## config.mk

```make
export PLATFORM = sky130hd
export DESIGN_NAME = axis_arb_mux_n
export DESIGN_NICKNAME = d
export VERILOG_FILES = /design/src/rtl/axis_arb_mux_n.sv
export SDC_FILE = /design/constraint.sdc
export NUM_CORES = 1
export LEC_CHECK = 0
export CAP_MARGIN = 0
export CORE_MARGIN = 2
export CORE_UTILIZATION = 45
export CTS_BUF_LIST = sky130_fd_sc_hd__clkbuf_4
export DETAILED_ROUTE_END_ITERATION = 7
export PLACE_DENSITY = 0.81
export SLEW_MARGIN = 0
export SYNTH_ARGS = -nofsm -noshare
export SYNTH_HDL_FRONTEND = slang
export SYNTH_SLANG_ARGS = --single-unit
```

## constraint.sdc

```tcl
create_clock -name clk -period 1.8 [get_ports clk]
set_input_delay 0.36 -clock clk [delete_from_list [all_inputs] [get_ports clk]]
set_output_delay 0.36 -clock clk [all_outputs]
set_load 0.01 [all_outputs]
```

## src/rtl/axis_arb_mux_n.sv

```systemverilog
// N-input AXI4-Stream packet arbiter/mux with a 2-entry registered output buffer.
// Define AXIS_ARB_MUX_USER_EN to carry tuser through alongside tdata/tlast.
module axis_arb_mux_n #(
  parameter int    S_COUNT      = 4,
  parameter int    DATA_WIDTH   = 8,
  parameter int    USER_WIDTH   = 1,
  parameter string ARB_TYPE     = "PRIORITY",
  parameter string LSB_PRIORITY = "HIGH"
) (
  input  logic                            clk,
  input  logic                            rst,
  input  logic [S_COUNT*DATA_WIDTH-1:0]   input_axis_tdata,
  input  logic [S_COUNT-1:0]              input_axis_tvalid,
  output logic [S_COUNT-1:0]              input_axis_tready,
  input  logic [S_COUNT-1:0]              input_axis_tlast,
`ifdef AXIS_ARB_MUX_USER_EN
  input  logic [S_COUNT*USER_WIDTH-1:0]   input_axis_tuser,
  output logic [USER_WIDTH-1:0]           output_axis_tuser,
`endif
  output logic [DATA_WIDTH-1:0]           output_axis_tdata,
  output logic                            output_axis_tvalid,
  input  logic                            output_axis_tready,
  output logic                            output_axis_tlast,
  output logic [S_COUNT-1:0]              grant,
  output logic                            grant_valid,
  output logic [$clog2(S_COUNT)-1:0]      grant_encoded
);

  localparam int IW = $clog2(S_COUNT);
`ifdef AXIS_ARB_MUX_USER_EN
  localparam int UW = USER_WIDTH;
`else
  localparam int UW = 0 * USER_WIDTH;
`endif
  localparam int EW     = DATA_WIDTH + 1 + UW;
  localparam bit RR     = (ARB_TYPE == "ROUND_ROBIN");
  localparam bit LSB_HI = (LSB_PRIORITY == "HIGH");

  typedef enum logic {IDLE, ACTIVE} state_t;

  state_t             state_q, state_d;
  logic [S_COUNT-1:0] grant_q;
  logic [IW-1:0]      gidx_q, rr_q, win_idx;
  logic               win_found;
  logic [EW-1:0]      head_q, tail_q, in_entry;
  logic [1:0]         cnt_q;
  logic               full, push, pop, in_last;

  // Search order: rotating from rr_q for round-robin, otherwise fixed.
  always_comb begin
    int j;
    win_found = 1'b0;
    win_idx   = '0;
    j         = 0;
    for (int k = 0; k < S_COUNT; k++) begin
      if (RR)          j = (int'(rr_q) + k) % S_COUNT;
      else if (LSB_HI) j = k;
      else             j = S_COUNT - 1 - k;
      if (!win_found && input_axis_tvalid[j]) begin
        win_found = 1'b1;
        win_idx   = IW'(j);
      end
    end
  end

  assign push    = input_axis_tvalid[gidx_q] & input_axis_tready[gidx_q];
  assign in_last = input_axis_tlast[gidx_q];
`ifdef AXIS_ARB_MUX_USER_EN
  assign in_entry = {input_axis_tuser[int'(gidx_q)*USER_WIDTH +: USER_WIDTH], in_last,
                     input_axis_tdata[int'(gidx_q)*DATA_WIDTH +: DATA_WIDTH]};
`else
  assign in_entry = {in_last, input_axis_tdata[int'(gidx_q)*DATA_WIDTH +: DATA_WIDTH]};
`endif

  always_ff @(posedge clk or posedge rst) begin
    if (rst) state_q <= IDLE;
    else     state_q <= state_d;
  end

  always_comb begin
    state_d = state_q;
    case (state_q)
      IDLE:   if (win_found) state_d = ACTIVE;
      ACTIVE: if (push && in_last) state_d = IDLE;
    endcase
  end

  always_comb begin
    input_axis_tready = '0;
    if (state_q == ACTIVE) input_axis_tready[gidx_q] = !full;
  end

  // Grant is released on the accepted tlast beat without waiting for the buffer to drain.
  always_ff @(posedge clk or posedge rst) begin
    if (rst) begin
      grant_q <= '0;
      gidx_q  <= '0;
      rr_q    <= '0;
    end else if (state_q == IDLE) begin
      if (win_found) begin
        grant_q          <= '0;
        grant_q[win_idx] <= 1'b1;
        gidx_q           <= win_idx;
      end
    end else if (push && in_last) begin
      grant_q <= '0;
      gidx_q  <= '0;
      rr_q    <= (int'(gidx_q) == S_COUNT - 1) ? '0 : gidx_q + 1'b1;
    end
  end

  assign grant         = grant_q;
  assign grant_valid   = (state_q == ACTIVE);
  assign grant_encoded = gidx_q;

  // head_q drives the outputs; tail_q only holds the second beat while downstream stalls.
  assign full = (cnt_q == 2'd2);
  assign pop  = output_axis_tvalid & output_axis_tready;

  always_ff @(posedge clk or posedge rst) begin
    if (rst) begin
      cnt_q  <= 2'd0;
      head_q <= '0;
      tail_q <= '0;
    end else begin
      case (cnt_q)
        2'd0: if (push) begin
          head_q <= in_entry;
          cnt_q  <= 2'd1;
        end
        2'd1: if (push && pop) begin
          head_q <= in_entry;
        end else if (push) begin
          tail_q <= in_entry;
          cnt_q  <= 2'd2;
        end else if (pop) begin
          cnt_q  <= 2'd0;
        end
        2'd2: if (pop) begin
          head_q <= tail_q;
          cnt_q  <= 2'd1;
        end
        default: cnt_q <= 2'd0;
      endcase
    end
  end

  assign output_axis_tvalid = (cnt_q != 2'd0);
  assign output_axis_tdata  = head_q[DATA_WIDTH-1:0];
  assign output_axis_tlast  = head_q[DATA_WIDTH];
`ifdef AXIS_ARB_MUX_USER_EN
  assign output_axis_tuser  = head_q[EW-1 -: USER_WIDTH];
`endif

endmodule

```

==> run_results.csv, run 1 <==
group,metric,value,unit
worst_hold_path,hp-class,"primary input to async pin",
setup_path,r2r_setup_slack,0.03,ns
setup_path,path_class,"register to register",
finish,fin_area,2600,sq um
logic_synthesis,synth_commonest_cells,"dfrtp_1 (27), mux2_4 (17), nand2_1 (13)",
setup_path,worstPathRequired,2.03,ns
pwr,p_leak,0.00115,uW
place,post-dp-hpwl,3.52,mm
setup_path,crit_path_start_kind,"register",
place,placedCellCount,267,
detailed_routing,ant_nets,0,
setup_path,worstSetupEndpointType,"register",
logic_synthesis,ys.flop_type,"dfrtp_1",
logic_synthesis,ys_seq_area_share,38.8,%
finish,fillCellCount,289,
finish,register_area,679,sq um
logic_synthesis,yosys_warnings,0,
setup_path,crit_fanout,7,
logic_synthesis,synth_top_area_share,38.8,%
setup_path,crit_chain,"buf_6 -> buf_8 -> mux4_2 -> buf_4 -> mux2_4",
timing,finalMaxSlewViolations,0,
clocking,clock_path_buffers,2,
logic_synthesis,synth_edf_count,0,
timing,setup_viol,0,
finish,area_growth_syn_to_layout,49.4,%
place,portBuffers,63,
global_route,grt_first_pass_wirelength,7.22,mm
clocking,cts_tree,"done",
setup_path,slowest_stage,"mux4_2",
logic_synthesis,synth_seq_cells,27,
pwr,power_density,1540,nW/um^2
place,place_area,2500,sq um
status,status,"completed",
die,initial_core_util,47.2,%
die,io_pins,64,
clocking,cts.sinks,27,
setup_path,slowest_delay,0.58,ns
logic_synthesis,syn_inst,151,
global_route,grt_overflow_total,0,
finish,multiInputGateArea,970,sq um
run,drv_cap,0,
die,rows,22,
timing,layout_setup_ws,0.0256,ns
detailed_routing,wire_per_inst,16.3,um
pwr,finalPower,4010,uW
die,die_h,66.2,um
place,pre_cts_ws,-0.174,ns
setup_path,crit_family,"multiplexers",
die,die_area,4380,sq um
finish,diodes,0,
global_route,grt_pass1_vias,1514,
timing,fin_skew,0.00947,ns
timing,worst_slew_pin_slew,0.369,ns
clocking,cts_inserted_buffers,3,
detailed_routing,viasPerCell,5.43,
finish,layout.nets,276,
setup_path,crit_buf_inv,3,
die,core_area,3690,sq um
logic_synthesis,synthTopCellsByArea,"dfrtp_1 (39%), mux2_4 (15%), mux2i_1 (6.9%)",
logic_synthesis,async_flop_share,100,%
logic_synthesis,yosysMostFrequentCell,"dfrtp_1",
global_route,grt_start_max_net_pins,28,
timing,clock.fmax,564,MHz
global_route,antenna_found_initial,0,
logic_synthesis,yosysUniqueCellTypes,33,
finish,layout-drive-gt1-share,31.0,%
pwr,peakVddDrop,0.896,mV
clocking,worstSkewPairLatency,0.33,ns
timing,slew_headroom,75.4,%
detailed_routing,drtPass1Iterations,4,
clocking,path_clk_slew,0.15,ns
detailed_routing,wirelength,4.56,mm
finish,fin_cells,280,
detailed_routing,drcViolationCount,0,
timing,fin_crit_sh,98.6,%
logic_synthesis,synth.cell_area,1740,sq um
die,die_w,66.2,um
timing,final_hold_viol_count,0,
global_route,grt_use_total,21.9,%
timing,min_period,1.77,ns
logic_synthesis,syn-num-nets,194,
logic_synthesis,synth_area_leader_cell,"dfrtp_1",
logic_synthesis,avgSynthCellArea,11.5,sq um
detailed_routing,drtIter0Drc,115,
clocking,cts.htree.levels,1,
place,place_congestion,0.831,
detailed_routing,vias,1520,
clocking,root_buffer,"clkbuf_4",
setup_path,cp.arrival,2.00,ns
registers in the layout, summed over array words and instances (netlist names):
name,flops
tail_q,9
grant_valid,1
grant_encoded,2
head_q,9
cnt_q,2
grant,4
cell families after synthesis:
family | synth area share, %
AND/OR/NAND/NOR | 11.9
multiplexers | 28.7
AO/OA/AOI/OAI | 15.1
flip-flops | 38.8
buffers and inverters | 5.60
layout make-up:
class,instances,share of cell area (%)
Timing Repair Buffer,89,32.7
Multi-Input combinational cell,109,37.3
Sequential cell,27,26.1
Clock buffer,4,1.15
Tap cell,48,2.31
Inverter,3,0.433
worst reg2reg max path: stages (launching register included):
cell,delay [ns]
dfrtp_2,0.40
buf_6,0.12
buf_8,0.14
mux4_2,0.58
buf_4,0.17
mux2_4,0.26
path summary, 6_finish.rpt:
check                            startpoint                to  cells after the start
max                        grant_encoded[0]         tail_q[8]                      5
min in group clk                  head_q[4]         head_q[4]                      1
max reg2reg                grant_encoded[0]         tail_q[8]                      5
max in group asynchronous               rst  grant_encoded[0]                      3
min                                     rst          cnt_q[0]                      3
min reg2reg                       head_q[4]         head_q[4]                      1
timing repair:
item / in CTS / in global routing
setup endpoints to repair: 20 / 7
gates resized for setup: 20 / 5
setup buffers: 4 / 5
pin swaps: 1 / 2
hold buffers: 0 / 0
metrics by stage:
| stage | hold slack [ns] | util (%) | setup TNS [ns] |
|---|---|---|---|
| after floorplan | 0.413 | - | 0 |
| after global routing | 0.391 | 70.6 | -0.0121 |
| final | 0.373 | 70.6 | 0 |
| after detailed placement | 0.490 | 67.7 | -3.44 |
| after CTS | 0.387 | 69.4 | 0 |
| after global placement | 0.488 | 67.7 | -2.32 |
power breakdown:
group	total [uW]	internal, uW	switching, uW	leakage [uW]
registers	1110	905	207	0.000328
clock network	286	102	184	0.0000184
logic	2610	1540	1080	0.000802
cells in the final DEF (no fill, tap or decap), types with 3 or more instances in the layout:
master / synthesis / routed
a221o_1: 8 / 8
a22o_1: 4 / 4
buf_4: 0 / 21
clkbuf_4: 0 / 4
clkdlybuf4s50_1: 0 / 57
dfrtp_1: 27 / 24
dfrtp_2: 0 / 3
inv_1: 3 / 3
mux2_2: 9 / 9
mux2_4: 17 / 17
mux2i_1: 12 / 12
nand2_1: 13 / 13
nor2_1: 5 / 5
nor3_1: 11 / 11
o21ai_0: 11 / 11
metal layers:
| metal | vias up | share of wire, % | track usage, % |
|---|---|---|---|
| met5 | - | 0 | 0 |
| met4 | 0 | 1.9 | 6.89 |
| met3 | 8 | 3.5 | 4.94 |
| met2 | 37 | 56 | 41.8 |
| met1 | 761 | 38 | 23.6 |
| li1 | 714 | - | - |
Power figures use the tool's default switching activity.
==> inputs of run 2 (changes only) <==
--- a/config.mk
+++ b/config.mk
@@ -9,6 +9,7 @@
 export CORE_MARGIN = 2
 export CORE_UTILIZATION = 45
 export CTS_BUF_LIST = sky130_fd_sc_hd__clkbuf_4
+export CTS_CLUSTER_DIAMETER = 120
 export DETAILED_ROUTE_END_ITERATION = 7
 export PLACE_DENSITY = 0.81
 export SLEW_MARGIN = 0
==> results of run 2 <==
Final layout, timing and power as in run 1 (identical DEF).
